<file path="src/rtl/wand_bus_node_pkg.sv">
// Shared definitions for the wired-AND bus node: FSM state codes and frame length.
// Build option: define PARITY_EN to add an even-parity bit after the payload.
package wand_bus_node_pkg;

  typedef enum logic [2:0] {
    IDLE   = 3'd0,
    START  = 3'd1,
    DATA   = 3'd2,
`ifdef PARITY_EN
    PARITY = 3'd3,
`endif
    STOP   = 3'd4
  } state_t;

  // Total bit-times on the line for one frame of data_w payload bits.
  function automatic int frame_bits(input int data_w);
`ifdef PARITY_EN
    return data_w + 3;
`else
    return data_w + 2;
`endif
  endfunction

endpackage

</file>
<file path="src/rtl/wand_bus_node_if.sv">
// Frame request/response and wired-AND line signals of one bus node.
// The node uses the slave modport; whoever feeds requests and the resolved net uses master.
interface wand_bus_node_if #(
  parameter int DATA_W = 8
) ();
  logic              tx_valid;
  logic              tx_ready;
  logic [DATA_W-1:0] tx_data;
  logic              bus_out;
  logic              bus_in;
  logic              tx_done;
  logic              arb_lost;
  logic              rx_valid;
  logic [DATA_W-1:0] rx_data;
  logic              rx_err;

  modport master (
    output tx_valid, tx_data, bus_in,
    input  tx_ready, bus_out, tx_done, arb_lost, rx_valid, rx_data, rx_err
  );

  modport slave (
    input  tx_valid, tx_data, bus_in,
    output tx_ready, bus_out, tx_done, arb_lost, rx_valid, rx_data, rx_err
  );
endinterface

</file>
<file path="src/rtl/wand_bus_node_sync.sv">
// Two-flop synchronizer for the resolved wand net; resets to the released (high) level.
module wand_bus_sync (
  input  logic clk,
  input  logic rst_n,
  input  logic d,
  output logic q
);
  logic [1:0] stage_reg;

  always_ff @(posedge clk) begin
    if (!rst_n) begin
      stage_reg <= 2'b11;
    end else begin
      stage_reg <= {stage_reg[0], d};
    end
  end

  assign q = stage_reg[1];
endmodule

</file>
<file path="src/rtl/wand_bus_node.sv">
// Wired-AND serial bus node: transmits with bitwise arbitration and receives every frame.
// Build option: PARITY_EN adds an even-parity bit, driven and arbitrated like a data bit.
module wand_bus_node
  import wand_bus_node_pkg::*;
#(
  parameter int DATA_W    = 8,
  parameter int BIT_TICKS = 16,
  parameter int IFS_BITS  = 2
) (
  input  logic           clk,
  input  logic           rst_n,
  wand_bus_node_if.slave bus
);
  localparam int TICK_W  = $clog2(BIT_TICKS);
  localparam int BIT_W   = (DATA_W > 1) ? $clog2(DATA_W) : 1;
  localparam int IFS_CYC = IFS_BITS * BIT_TICKS;
  localparam int IDLE_W  = $clog2(IFS_CYC + 1);

  localparam logic [TICK_W-1:0] TICK_SAMPLE = TICK_W'(BIT_TICKS / 2);
  localparam logic [TICK_W-1:0] TICK_LAST   = TICK_W'(BIT_TICKS - 1);
  localparam logic [BIT_W-1:0]  BIT_LAST    = BIT_W'(DATA_W - 1);
  localparam logic [IDLE_W-1:0] IDLE_FULL   = IDLE_W'(IFS_CYC);

  state_t              state_reg, state_next;
  logic [TICK_W-1:0]   tick_reg, tick_next;
  logic [BIT_W-1:0]    bit_idx_reg, bit_idx_next;
  logic [IDLE_W-1:0]   idle_cnt_reg, idle_cnt_next;
  logic [DATA_W-1:0]   tx_frame_reg, tx_frame_next;
  logic [DATA_W-1:0]   tx_shift_reg, tx_shift_next;
  logic [DATA_W-1:0]   rx_shift_reg, rx_shift_next;
  logic [DATA_W-1:0]   rx_data_reg, rx_data_next;
  logic                pend_reg, pend_next;
  logic                tx_active_reg, tx_active_next;
  logic                bus_out_reg, bus_out_next;
  logic                tx_done_reg, tx_done_next;
  logic                arb_lost_reg, arb_lost_next;
  logic                rx_valid_reg, rx_valid_next;
  logic                rx_err_reg, rx_err_next;
`ifdef PARITY_EN
  logic                rx_par_reg, rx_par_next;
`endif

  logic bus_s;
  logic sample;
  logic bit_end;
  logic line_idle;
  logic parity_ok;

  wand_bus_sync u_sync (
    .clk   (clk),
    .rst_n (rst_n),
    .d     (bus.bus_in),
    .q     (bus_s)
  );

  assign sample    = (tick_reg == TICK_SAMPLE);
  assign bit_end   = (tick_reg == TICK_LAST);
  assign line_idle = (idle_cnt_reg == IDLE_FULL);

`ifdef PARITY_EN
  assign parity_ok = ((^rx_shift_reg) == rx_par_reg);
`else
  assign parity_ok = 1'b1;
`endif

  always_comb begin
    state_next     = state_reg;
    bit_idx_next   = bit_idx_reg;
    idle_cnt_next  = idle_cnt_reg;
    tx_frame_next  = tx_frame_reg;
    tx_shift_next  = tx_shift_reg;
    rx_shift_next  = rx_shift_reg;
    rx_data_next   = rx_data_reg;
    pend_next      = pend_reg;
    tx_active_next = tx_active_reg;
    bus_out_next   = bus_out_reg;
    tx_done_next   = 1'b0;
    arb_lost_next  = 1'b0;
    rx_valid_next  = 1'b0;
    rx_err_next    = 1'b0;
`ifdef PARITY_EN
    rx_par_next    = rx_par_reg;
`endif

    // Idle time only accumulates between frames, so every frame end forces a full refill.
    if (!bus_s || state_reg != IDLE) begin
      idle_cnt_next = '0;
    end else if (!line_idle) begin
      idle_cnt_next = idle_cnt_reg + IDLE_W'(1);
    end

    if (bus.tx_valid && !pend_reg) begin
      pend_next     = 1'b1;
      tx_frame_next = bus.tx_data;
    end

    if (state_reg == IDLE || bit_end) begin
      tick_next = '0;
    end else begin
      tick_next = tick_reg + TICK_W'(1);
    end

    case (state_reg)
      IDLE: begin
        if (pend_reg && line_idle && bus_s) begin
          state_next     = START;
          tx_active_next = 1'b1;
          bus_out_next   = 1'b0;
        end else if (!bus_s) begin
          state_next     = START;
          tx_active_next = 1'b0;
          bus_out_next   = 1'b1;
        end
      end

      START: begin
        if (sample && bus_s) begin
          // Low pulse shorter than half a bit: not a real start.
          state_next     = IDLE;
          tx_active_next = 1'b0;
          bus_out_next   = 1'b1;
        end else if (bit_end) begin
          state_next    = DATA;
          bit_idx_next  = '0;
          tx_shift_next = tx_frame_reg;
          bus_out_next  = tx_active_reg ? tx_frame_reg[DATA_W-1] : 1'b1;
        end
      end

      DATA: begin
        if (sample) begin
          rx_shift_next = {rx_shift_reg[DATA_W-2:0], bus_s};
          if (tx_active_reg && tx_shift_reg[DATA_W-1] && !bus_s) begin
            arb_lost_next  = 1'b1;
            tx_active_next = 1'b0;
            bus_out_next   = 1'b1;
          end
        end
        if (bit_end) begin
          tx_shift_next = tx_shift_reg << 1;
          bit_idx_next  = bit_idx_reg + BIT_W'(1);
          if (bit_idx_reg == BIT_LAST) begin
`ifdef PARITY_EN
            state_next   = PARITY;
            bus_out_next = tx_active_reg ? (^tx_frame_reg) : 1'b1;
`else
            state_next   = STOP;
            bus_out_next = 1'b1;
`endif
          end else begin
            bus_out_next = tx_active_reg ? tx_shift_reg[DATA_W-2] : 1'b1;
          end
        end
      end

`ifdef PARITY_EN
      PARITY: begin
        if (sample) begin
          rx_par_next = bus_s;
          if (tx_active_reg && (^tx_frame_reg) && !bus_s) begin
            arb_lost_next  = 1'b1;
            tx_active_next = 1'b0;
            bus_out_next   = 1'b1;
          end
        end
        if (bit_end) begin
          state_next   = STOP;
          bus_out_next = 1'b1;
        end
      end
`endif

      STOP: begin
        if (sample) begin
          if (bus_s && parity_ok) begin
            rx_valid_next = 1'b1;
            rx_data_next  = rx_shift_reg;
            if (tx_active_reg) begin
              tx_done_next = 1'b1;
              pend_next    = 1'b0;
            end
          end else begin
            // A failed own frame keeps pend set and goes out again after the next IFS.
            rx_err_next = 1'b1;
          end
        end
        if (bit_end) begin
          state_next     = IDLE;
          tx_active_next = 1'b0;
          bus_out_next   = 1'b1;
        end
      end

      default: begin
        state_next     = IDLE;
        tx_active_next = 1'b0;
        bus_out_next   = 1'b1;
      end
    endcase
  end

  always_ff @(posedge clk) begin
    if (!rst_n) begin
      state_reg     <= IDLE;
      tick_reg      <= '0;
      bit_idx_reg   <= '0;
      idle_cnt_reg  <= '0;
      tx_frame_reg  <= '0;
      tx_shift_reg  <= '0;
      rx_shift_reg  <= '0;
      rx_data_reg   <= '0;
      pend_reg      <= 1'b0;
      tx_active_reg <= 1'b0;
      bus_out_reg   <= 1'b1;
      tx_done_reg   <= 1'b0;
      arb_lost_reg  <= 1'b0;
      rx_valid_reg  <= 1'b0;
      rx_err_reg    <= 1'b0;
`ifdef PARITY_EN
      rx_par_reg    <= 1'b0;
`endif
    end else begin
      state_reg     <= state_next;
      tick_reg      <= tick_next;
      bit_idx_reg   <= bit_idx_next;
      idle_cnt_reg  <= idle_cnt_next;
      tx_frame_reg  <= tx_frame_next;
      tx_shift_reg  <= tx_shift_next;
      rx_shift_reg  <= rx_shift_next;
      rx_data_reg   <= rx_data_next;
      pend_reg      <= pend_next;
      tx_active_reg <= tx_active_next;
      bus_out_reg   <= bus_out_next;
      tx_done_reg   <= tx_done_next;
      arb_lost_reg  <= arb_lost_next;
      rx_valid_reg  <= rx_valid_next;
      rx_err_reg    <= rx_err_next;
`ifdef PARITY_EN
      rx_par_reg    <= rx_par_next;
`endif
    end
  end

  assign bus.tx_ready = ~pend_reg;
  assign bus.bus_out  = bus_out_reg;
  assign bus.tx_done  = tx_done_reg;
  assign bus.arb_lost = arb_lost_reg;
  assign bus.rx_valid = rx_valid_reg;
  assign bus.rx_data  = rx_data_reg;
  assign bus.rx_err   = rx_err_reg;

endmodule

</file>
<file path="src/flat_wrapper.sv">
// flat-port wrapper written by rule: the top's interface ports become plain ports
module wand_bus_node_flat import wand_bus_node_pkg::*;
#(
  parameter int DATA_W    = 8,
  parameter int BIT_TICKS = 16,
  parameter int IFS_BITS  = 2
)
  (clk, rst_n, bus_tx_valid, bus_tx_data, bus_bus_in, bus_tx_ready, bus_bus_out, bus_tx_done, bus_arb_lost, bus_rx_valid, bus_rx_data, bus_rx_err);
  wand_bus_node_if #(.DATA_W(DATA_W)) bus_i ();
  input  logic clk;
  input  logic rst_n;
  input wire logic [$bits(bus_i.tx_valid)-1:0] bus_tx_valid;
  input wire logic [$bits(bus_i.tx_data)-1:0] bus_tx_data;
  input wire logic [$bits(bus_i.bus_in)-1:0] bus_bus_in;
  output wire logic [$bits(bus_i.tx_ready)-1:0] bus_tx_ready;
  output wire logic [$bits(bus_i.bus_out)-1:0] bus_bus_out;
  output wire logic [$bits(bus_i.tx_done)-1:0] bus_tx_done;
  output wire logic [$bits(bus_i.arb_lost)-1:0] bus_arb_lost;
  output wire logic [$bits(bus_i.rx_valid)-1:0] bus_rx_valid;
  output wire logic [$bits(bus_i.rx_data)-1:0] bus_rx_data;
  output wire logic [$bits(bus_i.rx_err)-1:0] bus_rx_err;
  assign bus_i.tx_valid = bus_tx_valid;
  assign bus_i.tx_data = bus_tx_data;
  assign bus_i.bus_in = bus_bus_in;
  assign bus_tx_ready = bus_i.tx_ready;
  assign bus_bus_out = bus_i.bus_out;
  assign bus_tx_done = bus_i.tx_done;
  assign bus_arb_lost = bus_i.arb_lost;
  assign bus_rx_valid = bus_i.rx_valid;
  assign bus_rx_data = bus_i.rx_data;
  assign bus_rx_err = bus_i.rx_err;
  wand_bus_node #(.DATA_W(DATA_W), .BIT_TICKS(BIT_TICKS), .IFS_BITS(IFS_BITS)) u_core (.clk(clk), .rst_n(rst_n), .bus(bus_i));
endmodule
</file>
<file path="config.mk">
export PLATFORM = sky130hd
export DESIGN_NAME = wand_bus_node_flat
export DESIGN_NICKNAME = d
export VERILOG_FILES = /design/src/rtl/wand_bus_node_pkg.sv /design/src/rtl/wand_bus_node_if.sv /design/src/rtl/wand_bus_node_sync.sv /design/src/rtl/wand_bus_node.sv /design/src/flat_wrapper.sv
export SDC_FILE = /design/constraint.sdc
export NUM_CORES = 1
export LEC_CHECK = 0
export CORE_UTILIZATION = 40
export CTS_CLUSTER_DIAMETER = 150
export CTS_CLUSTER_SIZE = 40
export DETAILED_ROUTE_END_ITERATION = 6
export GPL_ROUTABILITY_DRIVEN = 0
export SETUP_SLACK_MARGIN = 0.02
export SLEW_MARGIN = 30
export SYNTH_ARGS = -nofsm -noshare
export SYNTH_HDL_FRONTEND = slang
export SYNTH_HIERARCHICAL = 1
export SYNTH_SLANG_ARGS = --single-unit
</file>
<file path="constraint.sdc">
create_clock -name clk -period 2.31 [get_ports clk]
set_input_delay 0.231 -clock clk [delete_from_list [all_inputs] [get_ports clk]]
set_output_delay 0.231 -clock clk [all_outputs]
set_load 0.005 [all_outputs]
</file>
Word-level counts from Yosys, hierarchy flattened
Cells that the tools add are included.

Input bits: 12. Register bits after elaboration: 57. Output and inout bits: 14.

Equality and inequality tests: 19. Multiplexer cells: 43. Reductions and logical operators: 24. $add $sub $neg: 3. Bitwise logic cells: 2.

Operators with widths (number): two-way mux 3 bit (9); two-way mux 1 bit (26); two-way mux 8 bit (3); case mux 8 bit (2 select lines) (1); AND reduction 5 bit (3); != test 2 x 1 -> 1 bit (second input constant) (7); case mux 3 bit (4 select lines) (1); != test 3 x 1 -> 1 bit (second input constant) (3); AND reduction 3 bit (3); == test 4 bit (second input constant) (2); case mux 1 bit (4 select lines) (2); AND reduction 4 bit (2); adder 6 x 1 -> 6 bit (second input constant) (1); == test 3 bit (second input constant) (2); == test 6 bit (second input constant) (1); logical AND 1 bit (6); case mux 3 bit (2 select lines) (1); adder 4 x 1 -> 4 bit (second input constant) (1); OR reduction 2 bit (2); adder 3 x 1 -> 3 bit (second input constant) (1); == test 3 x 1 -> 1 bit (second input constant) (1); == test 3 x 2 -> 1 bit (second input constant) (1); zero test 3 bit (1); != test 3 bit (second input constant) (1); 7 further kinds (10).

Logic depth before layout (Yosys ltp)
Gate-level depths: netlist of run 1.

Word-level depth: 7. Mapped depth: 7. Gate-level depth less buffers: 6.

Hierarchy
The synthesis of run 1 kept the hierarchy.

Modules (own cells, without submodules): wand_bus_node (cells an instance 259, area each 2434.8 sq um, seq. area each 1101.1 sq um, times used 1); wand_bus_sync (cells an instance 4, area each 52.6 sq um, seq. area each 40.0 sq um, times used 1).

Worst setup path after synthesis of run 1
OpenSTA, ideal clock, no wires.

Kind: reg2reg. Start: register u_core.bit_idx_reg[0]. End: register u_core.bus_out_reg, in the netlist u_core/bus.bus_out. Library setup time: 0.121 ns. Stages on the path, launching flop included: 7. Path slack: 0.611 ns. Data arrival time: 1.578 ns. Clock period less this slack: 1.699 ns. Cells stage by stage: dfxtp_1 ha_1 ha_1 or4b_1 o21ai_1 nand4_1 mux2_4.

Longest elaborated chain between the ends: 4.

RTL lines: start: declaration (RTL line wand_bus_node.sv:26) `logic [BIT_W-1:0] bit_idx_reg, bit_idx_next;`; start signal: assignment (RTL line wand_bus_node.sv:225) `bit_idx_reg <= bit_idx_next;`; == test 3 bit (RTL line wand_bus_node.sv:142) `if (bit_idx_reg == BIT_LAST) begin`; two-way mux 1 bit (RTL line wand_bus_node.sv:142); two-way mux 1 bit (RTL line wand_bus_node.sv:139) `if (bit_end) begin`; case mux 1 bit (4 select lines) (RTL line wand_bus_node.sv:103) `case (state_reg)`; end signal: assignment (RTL line wand_bus_node.sv:233) `bus_out_reg <= bus_out_next;`; end: declaration (RTL line wand_bus_node.sv:34) `logic bus_out_reg, bus_out_next;`.

Every way passes these cells. A chain may end at the register's enable or synchronous reset.

Worst setup path in the final report of run 1
Ends and elaborated chain as after synthesis.

==> impl_results.md, run 1 <==
* WL per Instance at 13.38 um
* TritonCTS buffer count at 9
* Int Pwr at 1.432 mW
* Worst-path fanout max at 3
* CP peak stage delay at 0.48 ns
* Seq/Total Area, Yosys at 45.88%
* Critical path class: reg -> reg
* Layout cells sized above 1 at 11.07%
* Cell Chain, Critical Path: ha_1, ha_1, or4b_1, o21ai_1, nand4_1, mux2_4
* Switch Pwr at 0.4583 mW
* Synth cell types at 52
* Max Freq at 0.5482 GHz
* Most frequent cells in the layout: dfxtp_1 (57), nor2_1 (42), clkdlybuf4s50_1 (25), mux2i_1 (25), nand2_1 (21)
* GRT overflow at 0
* Core outline area at 5956 sq um
* Crit start category: flip-flop
* Synth Cell Area at 2487 sq um
* Post-synth EDFFs at 0
* Sequential share of power at 53.8%
* Via count at 1916
* Sw frac at 24.24%
* Rows at 28
* Fin util at 49.94%
* Worst-path clk slew at 0.06 ns
* Max capacitance violation total at 0
* Commonest non-fill, non-tap cell in the layout: dfxtp_1
* CP endpoint kind: flip-flop
* Peak VDD IR at 337.8 uV
* Async set or reset register ratio after synthesis at 0%
* Clk root buf: clkbuf_8
* Mapped Nets at 281
* Worst Clk Skew at 0.005490 ns
* HPWL after detailed placement at 3429 um
* Syn Inst Count at 263
* Die area at 6538 sq um
* CP dominant cell by count: ha_1
* Top cells by area, synth: dfxtp_1 (46%), mux2i_1 (10%), nor2_1 (6.3%)
* Synth warnings at 6
* Final wirelength at 4989 um
* First-pass GRT wire length at 8459 um
* IO buf count at 25
* First DRT Iteration DRCs at 89
* Synth Register Bits at 57
* Least-Margin Pin Slew at 0.5542 ns
* DRC viols at 0
* Area grow syn2layout at 19.57%
* Syn avg cell area at 9.458 sq um
* H-tree level count at 3
* Setup TNS at 0 ns
* Final period utilization at 78.96%
* # Post-CTS Setup Buffers at 0
* Post-cts sizing count at 0
* # nets final at 311
* Pwr Density at 635.7 nW/um^2
* DR pass1 iterations at 5
* RSZ-0062 raised after global routing: false
* Leading area contributor after synthesis: dfxtp_1
* DR vias/cell at 5.137
* Die Y at 80.86 um
* Final Max Tran Viols at 0
* Clock tree buffer depth at 2
* Cts-stage hold buffer count at 0
* Largest net degree at the start of global routing at 24
* Top cell type's share of synthesized area at 45.88%
* WP data required at 2.53 ns
* Combinational power share at 6.0%
* CTS tree: built
* Number of global-route vias before repair at 1810
* Clock power share at 40.3%
* Worst skew pair latency at 0.33 ns
* Initial antenna violation count at 0
* Initial Utilization at 41.76%
* Final setup violation count at 0
* Post-layout min period at 1.824 ns
* Final hold violations at 0
* Top FF cell, synth: dfxtp_1
* Worst min-delay path class: reg -> reg
* Rel. slew slack at 63.00%
* Routed Antenna Nets at 0
* IO Pins at 26
* FILL cells at 591
* Clock Sinks at 57
* Crit path max-delay cell type: or4b_1
* Lkg Pwr at 1.141 nW
* Data arrival, critical path at 2.04 ns
* Die Span X at 80.86 um
* ANT cells at 0
* Outcome: completed
* Total Routing Usage GR at 17.39%
==> cell usage after synthesis, types with 3 or more instances <==
master	number
dfxtp_1	57
nor2_1	42
mux2i_1	25
nand2_1	21
a21oi_1	14
a311oi_1	8
inv_1	8
nand2b_1	7
o21ai_0	7
clkbuf_1	6
ha_1	6
nand3_1	5
nor3_1	4
xnor2_1	4
buf_2	3
xor2_1	3
==> cell type report <==
cell class / count / area [sq um] / share of cell area (%)
flip-flops and latches: 57 / 1141 / 38.37
clock inverters: 7 / 37.54 / 1.262
multi-input cells: 186 / 1256 / 42.24
inverters: 9 / 33.78 / 1.136
clock buffers: 9 / 123.9 / 4.165
well taps: 75 / 93.84 / 3.155
repair buffers: 30 / 287.8 / 9.676
==> per-layer routing <==
| metal | track usage (%) | up-vias | routed length, um | share of wire [%] |
|---|---|---|---|---|
| met2 | 26.89 | 42 | 2297 | 46 |
| met1 | 22.03 | 886 | 2346 | 47 |
| li1 | - | 977 | - | - |
| met4 | 9.643 | 0 | 108 | 2.2 |
| met5 | 0 | - | 0 | 0 |
| met3 | 4.382 | 11 | 237 | 4.8 |
==> power groups by stage <==
stage,registers [mW],logic [mW],clock network [mW]
finish,1.02,0.113,0.761
global placement,1.04,0.112,0
detailed placement,1.04,0.112,0
CTS,1.02,0.113,0.794
floorplan,1.03,0.0769,0
global route,1.02,0.125,0.830
==> path summary, 6_finish.rpt <==
kind / end / depth (start not counted) / slack, ns / startpoint
max reg2reg: u_core/bus.bus_out / 6 / 0.49 / u_core/bit_idx_reg[0]
min: u_core/u_sync/stage_reg[1] / 1 / 0.42 / u_core/u_sync/stage_reg[0]
min reg2reg: u_core/u_sync/stage_reg[1] / 1 / 0.42 / u_core/u_sync/stage_reg[0]
max: u_core/bus.bus_out / 6 / 0.49 / u_core/bit_idx_reg[0]
==> per-stage QoR <==
stage	hold WS, ns	instances	power, mW	cell area [sq um]	setup WS [ns]
finish	0.4153	373	1.891	2974	0.4860
global route	0.4688	373	1.974	2974	0.4109
CTS	0.4127	373	1.924	2974	0.5037
detailed placement	0.3964	357	1.151	2813	0.5099
global placement	0.3896	357	1.150	2813	0.5388
floorplan	0.3040	263	1.108	2487	0.6111
==> worst max-delay path: cells and delay by family (launching register included) <==
kind | cells | cell delay, ns
and+or+nand+nor | 2 | 0.59
adders and majority gates | 2 | 0.41
AOI/OAI and AO/OA | 1 | 0.13
muxes | 1 | 0.26
DFF | 1 | 0.32
==> cells by family after synthesis <==
| group | share of synthesized area (%) |
|---|---|
| and+or+nand+nor | 23.14 |
| DFF | 45.88 |
| AOI/OAI and AO/OA | 11.22 |
| muxes | 10.66 |
| buffers and inverters | 3.621 |
| xor gates and xnor gates | 2.465 |
| adders and majority gates | 3.018 |
No activity file was read; power rests on OpenSTA's default activity.
==> run 2: changes to the inputs <==
clock period = 1.5 ns   (was 2.31 ns; I/O delays follow)
==> run 2 against run 1 <==
  * The flow now finishes with violations (setup timing)
  * Setup slack lost 0.66 ns
  * Cell count grew 11%
  * Non-clock buffer count grew 40
  * Sequential share of layout area shrank 5.2 points
  * Combinational power grew 110%
  * Utilization grew 8.3 points
  * Global-route usage grew 1.1 points
  * Sequential power grew 53%
  * Design area grew 17%
  * Die area is the same
  * Critical endpoint unchanged
  * Largest power group unchanged
==> impl_results.md, run 2 (synthesis results as in run 1) <==
* Initial Utilization at 41.76% (unchanged)
* Dpl cells at 394 (+10%)
* Final Max Tran Viols at 0 (unchanged)
* Worst R2R Setup Slack at -0.18 ns (-0.66 ns)
* Area grow syn2layout at 39.54%
* Die Y at 80.86 um (unchanged)
* Final hold violations at 0 (unchanged)
* Critical path's top delay family: simple AND/OR/NAND/NOR gates
* Worst R2R Start: u_core/bit_idx_reg[0]
* FILL cells at 560 (-5.2%)
* Clock tree buffer depth at 2 (unchanged)
* Worst Clk Skew at 0.005771 ns (+0.0002802 ns)
* Hold Worst Slack at 0.3787 ns (-0.03663 ns)
* Max Freq at 0.5969 GHz (+8.9%)
* Setup TNS at -0.5168 ns (-0.5168 ns)
* Finished Cell Area at 3471 sq um (+17%)
* Number of global-route vias before repair at 1939 (+7.1%)
* Routed Antenna Nets at 0 (unchanged)
* Peak VDD IR at 621.0 uV (+84%)
* Initial antenna violation count at 0 (unchanged)
* CP dominant cell by count: ha_4
* Via count at 2059 (+7.5%)
* Pre-CTS WS at -0.2038 ns (-0.7137 ns)
* # nets final at 351 (+13%)
* First-pass GRT wire length at 9149 um (+8.2%)
* CP peak stage delay at 0.46 ns (-0.02 ns)
* Fin util at 58.28% (+8.3 points)
* Placed Area at 3147 sq um (+12%)
* Final period utilization at 111.7% (+33 points)
* Final wirelength at 5466 um (+9.6%)
* CP endpoint kind: flip-flop
* DR vias/cell at 4.985 (-2.9%)
* H-tree level count at 3 (unchanged)
* Max capacitance violation total at 0 (unchanged)
* Number of cells on the critical path at 6 (unchanged)
* Cts-stage hold buffer count at 0 (unchanged)
* Critical path class: reg -> reg
* Largest net degree at the start of global routing at 39 (+63%)
* Core outline area at 5956 sq um (unchanged)
* Data arrival, critical path at 1.89 ns (-0.15 ns)
* WL per Instance at 13.23 um (-1.1%)
* Layout cells sized above 1 at 29.59% (+19 points)
* Worst setup path end: u_core/bus.bus_out
* Cell Chain, Critical Path: ha_4, ha_4, or4b_1, o21ai_1, nand4_1, mux2_4
* Worst R2R Path Depth at 6 (unchanged)
* Worst-path fanout max at 2 (-1)
* Crit path setup slack, layout at -0.1753 ns (-0.6613 ns)
* Least-Margin Pin Slew at 0.4069 ns (-0.1473 ns)
* DR pass1 iterations at 4 (-1)
* Post-layout min period at 1.675 ns (-0.1487 ns)
* Critical Path Start: u_core/bit_idx_reg[0]
* Die area at 6538 sq um (unchanged)
* Crit start category: flip-flop
* Clk root buf: clkbuf_8
* RSZ-0062 raised after global routing: true
* Crit path max-delay cell type: or4b_1
* IO buf count at 25 (unchanged)
* Pwr Density at 876.9 nW/um^2 (+38%)
* Buffer and inverter count on the worst path at 0 (unchanged)
* HPWL after detailed placement at 3919 um (+14%)
* Register area at 1152 sq um (+0.99%)
* Pwr Total at 3.044 mW (+61%)
* Most frequent cells in the layout: dfxtp_1 (50), buf_4 (41), nor2_1 (39)
* Lkg Pwr at 1.383 nW (+21%)
* GRT overflow at 0 (unchanged)
* First DRT Iteration DRCs at 143 (+61%)
* Total Routing Usage GR at 18.49% (+1.1 points)
* WP data required at 1.72 ns (-0.81 ns)
* Commonest non-fill, non-tap cell in the layout: dfxtp_1
* Worst-path clk slew at 0.06 ns (about the same)
* ANT cells at 0 (unchanged)
* IO Pins at 26 (unchanged)
* Non-filler cells, final at 413 (+11%)
* Rows at 28 (unchanged)
* Outcome: complete, but fails checks
* Die Span X at 80.86 um (unchanged)
* Final setup violation count at 15 (+15)
* DRC viols at 0 (unchanged)
* TritonCTS buffer count at 9 (unchanged)
* R2r endpoint: u_core/bus.bus_out
* CTS tree: built
* Area of the multi-input gates at 1388 sq um (+10%)
* Worst min-delay path class: in -> reg
* Clock Sinks at 57 (unchanged)
* Worst skew pair latency at 0.32 ns (about the same)
* Rel. slew slack at 72.67% (+9.7 points)
* Failing checks: setup timing
[run 2: cell count changes in the layout (fill, tap and decap cells not counted), sizes merged]
cell / change
clkinv: -3
clkbuf: +4
clkinvlp: -1
buf: +40
[run 2: cell type report]
cell class / instances / share of cell area [%]
clock buffers: 13 / 4.578
clock inverters: 3 / 0.4326
inverters: 9 / 0.9733
multi-input cells: 186 / 39.98
flip-flops and latches: 57 / 33.20
well taps: 75 / 2.704
repair buffers: 70 / 18.13
[run 2: worst min-delay path by stage]
stage	start	end	slack [ns]	cells after the start
global route	bus_bus_in	u_core/u_sync/stage_reg[0]	0.40	2
CTS	bus_bus_in	u_core/u_sync/stage_reg[0]	0.36	2
detailed placement	u_core/u_sync/stage_reg[0]	u_core/u_sync/stage_reg[1]	0.40	1
global placement	u_core/u_sync/stage_reg[0]	u_core/u_sync/stage_reg[1]	0.39	1
finish	bus_bus_in	u_core/u_sync/stage_reg[0]	0.38	2
floorplan	rst_n	u_core/u_sync/stage_reg[0]	0.22	1
[run 2: what timing repair did]
item | 4_1_cts | 5_1_grt
hold endpoints to repair | 0 | 0
setup buffers | 1 | 2
setup endpoints to repair | 41 | 40
pin swaps | 21 | 10
gates resized for setup | 23 | 14
[run 2: metal layers]
layer  track usage, %  up-vias  part of all wire, %  routed length, um
met5                0        -                    0                  0
met4            9.107        0                 0.49                 27
met3            3.371        4                  3.2                175
met2            26.89       25                   45               2482
met1            26.03      968                   51               2781
li1                 -     1062                    -                  -
[run 2: where the power goes]
group          internal, mW  switching (mW)
registers              1.54          0.0215
logic                 0.130           0.110
clock network         0.682           0.561
==> run 3: changes to the inputs <==
DONT_BUFFER_PORTS = 1   (was default)
==> run 3 against run 2 <==
  * The flow still finishes with violations (setup timing)
  * Largest power group unchanged
  * Design area is 6.2% lower
  * Largest cell class unchanged
  * Worst hold slack worse by 0.36 ns
  * Utilization shrank 3.6 points
  * First-iteration DRC count increased by 1.4%
  * Sequential share of layout area is 2.2 points higher
  * Routed wire length grew 4.4%
==> impl_results.md, run 3 (synthesis results as in run 1) <==
* M2 GR Usage at 27.39% (+0.50 points)
* Dpl cells at 364 (-7.6%)
* # nets final at 330 (-6.0%)
* WP data required at 1.73 ns (about the same)
* Worst-path clk slew at 0.07 ns (about the same)
* Lkg Pwr at 1.277 nW (-7.7%)
* Core outline area at 5956 sq um (unchanged)
* GRT overflow at 0 (unchanged)
* R2r endpoint: u_core/bus.bus_out
* Critical path class: reg -> reg
* WHS Path Cells at 2 (unchanged)
* Largest net degree at the start of global routing at 24 (-38%)
* Int Pwr at 2.267 mW (-3.6%)
* ANT cells at 0 (unchanged)
* Pre-CTS WS at -0.2096 ns (-0.005775 ns)
* Final setup violation count at 9 (-6)
* Worst R2R Setup Slack at -0.23 ns (-0.05 ns)
* Worst Clk Skew at 0.01234 ns (+0.006570 ns)
* DR vias/cell at 5.188 (+4.1%)
* Worst R2R Path Depth at 6 (unchanged)
* Total Routing Usage GR at 19.17% (+0.68 points)
* Sw frac at 23.16% (+0.42 points)
* Max Freq at 0.5792 GHz (-3.0%)
* IO Pins at 26 (unchanged)
* Worst R2R Start: u_core/bit_idx_reg[0]
* Non-filler cells, final at 389 (-5.8%)
* Met3 Use GR at 5.843% (+2.5 points)
* Crit start category: flip-flop
* HPWL after detailed placement at 3825 um (-2.4%)
* WL per Instance at 14.67 um (+11%)
* First-pass GRT wire length at 9266 um (+1.3%)
* Final hold violations at 0 (unchanged)
* Rows at 28 (unchanged)
* Failing checks: setup timing
* Number of global-route vias before repair at 1914 (-1.3%)
* Layout cells sized above 1 at 30.57% (+0.99 points)
* Die Span X at 80.86 um (unchanged)
* Initial Utilization at 41.76% (unchanged)
* TritonCTS buffer count at 9 (unchanged)
* Sequential share of power at 53.0% (+1.7 points)
* Most frequent cells in the layout: dfxtp_1 (49), nor2_1 (41), buf_4 (38)
* Worst min-delay path class: in -> reg
* Peak VDD IR at 663.7 uV (+6.9%)
* RSZ-0062 raised after global routing: true
* Clock power share at 39.5% (-1.3 points)
* Switch Pwr at 0.6832 mW (-1.3%)
* Fin util at 54.64% (-3.6 points)
* Max capacitance violation total at 0 (unchanged)
* Final wirelength at 5708 um (+4.4%)
* Met1 Use GR at 26.73% (+0.70 points)
* IO buf count at 0 (-100%)
* CTS tree: built
* Die area at 6538 sq um (unchanged)
* Worst skew pair latency at 0.34 ns (+0.02 ns)
* Die Y at 80.86 um (unchanged)
* Via count at 2018 (-2.0%)
* First DRT Iteration DRCs at 145 (+1.4%)
* Final period utilization at 115.1% (+3.4 points)
* Data arrival, critical path at 1.96 ns (+0.07 ns)
* Finished Cell Area at 3254 sq um (-6.2%)
* CP endpoint kind: flip-flop
* Worst Hold Path EP: u_core/pend_reg
* Routed Antenna Nets at 0 (unchanged)
* Setup TNS at -0.3050 ns (+0.2118 ns)
* Pwr Total at 2.950 mW (-3.1%)
* Placed Area at 2846 sq um (-9.5%)
* Outcome: complete, but fails checks
* DRC viols at 0 (unchanged)
* Top Usage Layer GRT: met2
* H-tree level count at 3 (unchanged)
* Crit path setup slack, layout at -0.2265 ns (-0.05118 ns)
* Clock tree buffer depth at 2 (unchanged)
* Clock Sinks at 57 (unchanged)
* DR pass1 iterations at 4 (unchanged)
* Pwr Density at 906.6 nW/um^2 (+3.4%)
* Commonest non-fill, non-tap cell in the layout: dfxtp_1
* Area grow syn2layout at 30.83%
* Rel. slew slack at 78.48% (+5.8 points)
* Hold_sp: bus_tx_valid
* Worst-path fanout max at 2 (unchanged)
* Post-layout min period at 1.726 ns (+0.05117 ns)
* Hold Worst Slack at 0.02262 ns (-0.3560 ns)
* Initial antenna violation count at 0 (unchanged)
* Combinational power share at 7.5% (-0.4 points)
* Clk root buf: clkbuf_8
* Final Max Tran Viols at 0 (unchanged)
* Least-Margin Pin Slew at 0.3199 ns (-0.08698 ns)
==> run 3: cell types whose count changed in the layout (fill, tap and decap cells not counted), moves of 2 or more <==
cell | before | now
buf_4 | 41 | 38
clkinv_2 | 3 | 1
o21ai_1 | 5 | 3
clkdlybuf4s50_1 | 25 | 0
nor2_2 | 3 | 1
nor2_1 | 39 | 41
buf_12 | 3 | 1
dlygate4sd3_1 | 0 | 10
==> run 3: repair_timing <==
action,CTS,global route
endpoints found under the hold margin,14,0
pin swaps,19,8
setup endpoints to repair,39,39
resized for setup,26,15
buffers inserted,1,1
hold buffers,10,0
==> run 3: worst max-delay path, cell delays in order (launching register included) <==
cell,delay [ns]
dfxtp_2,0.34
ha_4,0.16
ha_4,0.15
or4b_1,0.47
o21ai_1,0.13
nand4_1,0.11
mux2_4,0.28
==> run 3: worst max-delay path by stage <==
stage | start | endpoint | slack [ns] | depth (start not counted)
floorplan | u_core/bit_idx_reg[1] | u_core/bus.bus_out | -0.15 | 6
global placement | u_core/bit_idx_reg[1] | u_core/bus.bus_out | -0.19 | 6
detailed placement | u_core/bit_idx_reg[1] | u_core/bus.bus_out | -0.21 | 6
CTS | u_core/bit_idx_reg[1] | u_core/bus.bus_out | -0.21 | 6
global route | u_core/bit_idx_reg[1] | u_core/bus.bus_out | -0.26 | 6
finish | u_core/bit_idx_reg[0] | u_core/bus.bus_out | -0.23 | 6
==> run 3: metal layers <==
layer	up-vias	wire length, um
li1	1012	-
met1	960	2776
met2	40	2646
met3	6	227
met4	0	57
met5	-	0
==> run 3: area by class of cell <==
class                   count  area, sq um
clock inverters             1        5.005
clock buffers              12        145.1
multi-input cells         186         1418
flip-flops and latches     57         1154
repair buffers             49        405.4
fillers                   538         2701
well taps                  75        93.84
inverters                   9        33.78
==> run 3: power groups by stage <==
| stage | Combinational [mW] | Sequential, mW | Clock (mW) |
|---|---|---|---|
| after floorplan | 0.121 | 1.59 | 0 |
| after global placement | 0.177 | 1.59 | 0 |
| after detailed placement | 0.179 | 1.60 | 0 |
| after CTS | 0.215 | 1.56 | 1.19 |
| after global routing | 0.242 | 1.57 | 1.26 |
| final | 0.222 | 1.56 | 1.17 |
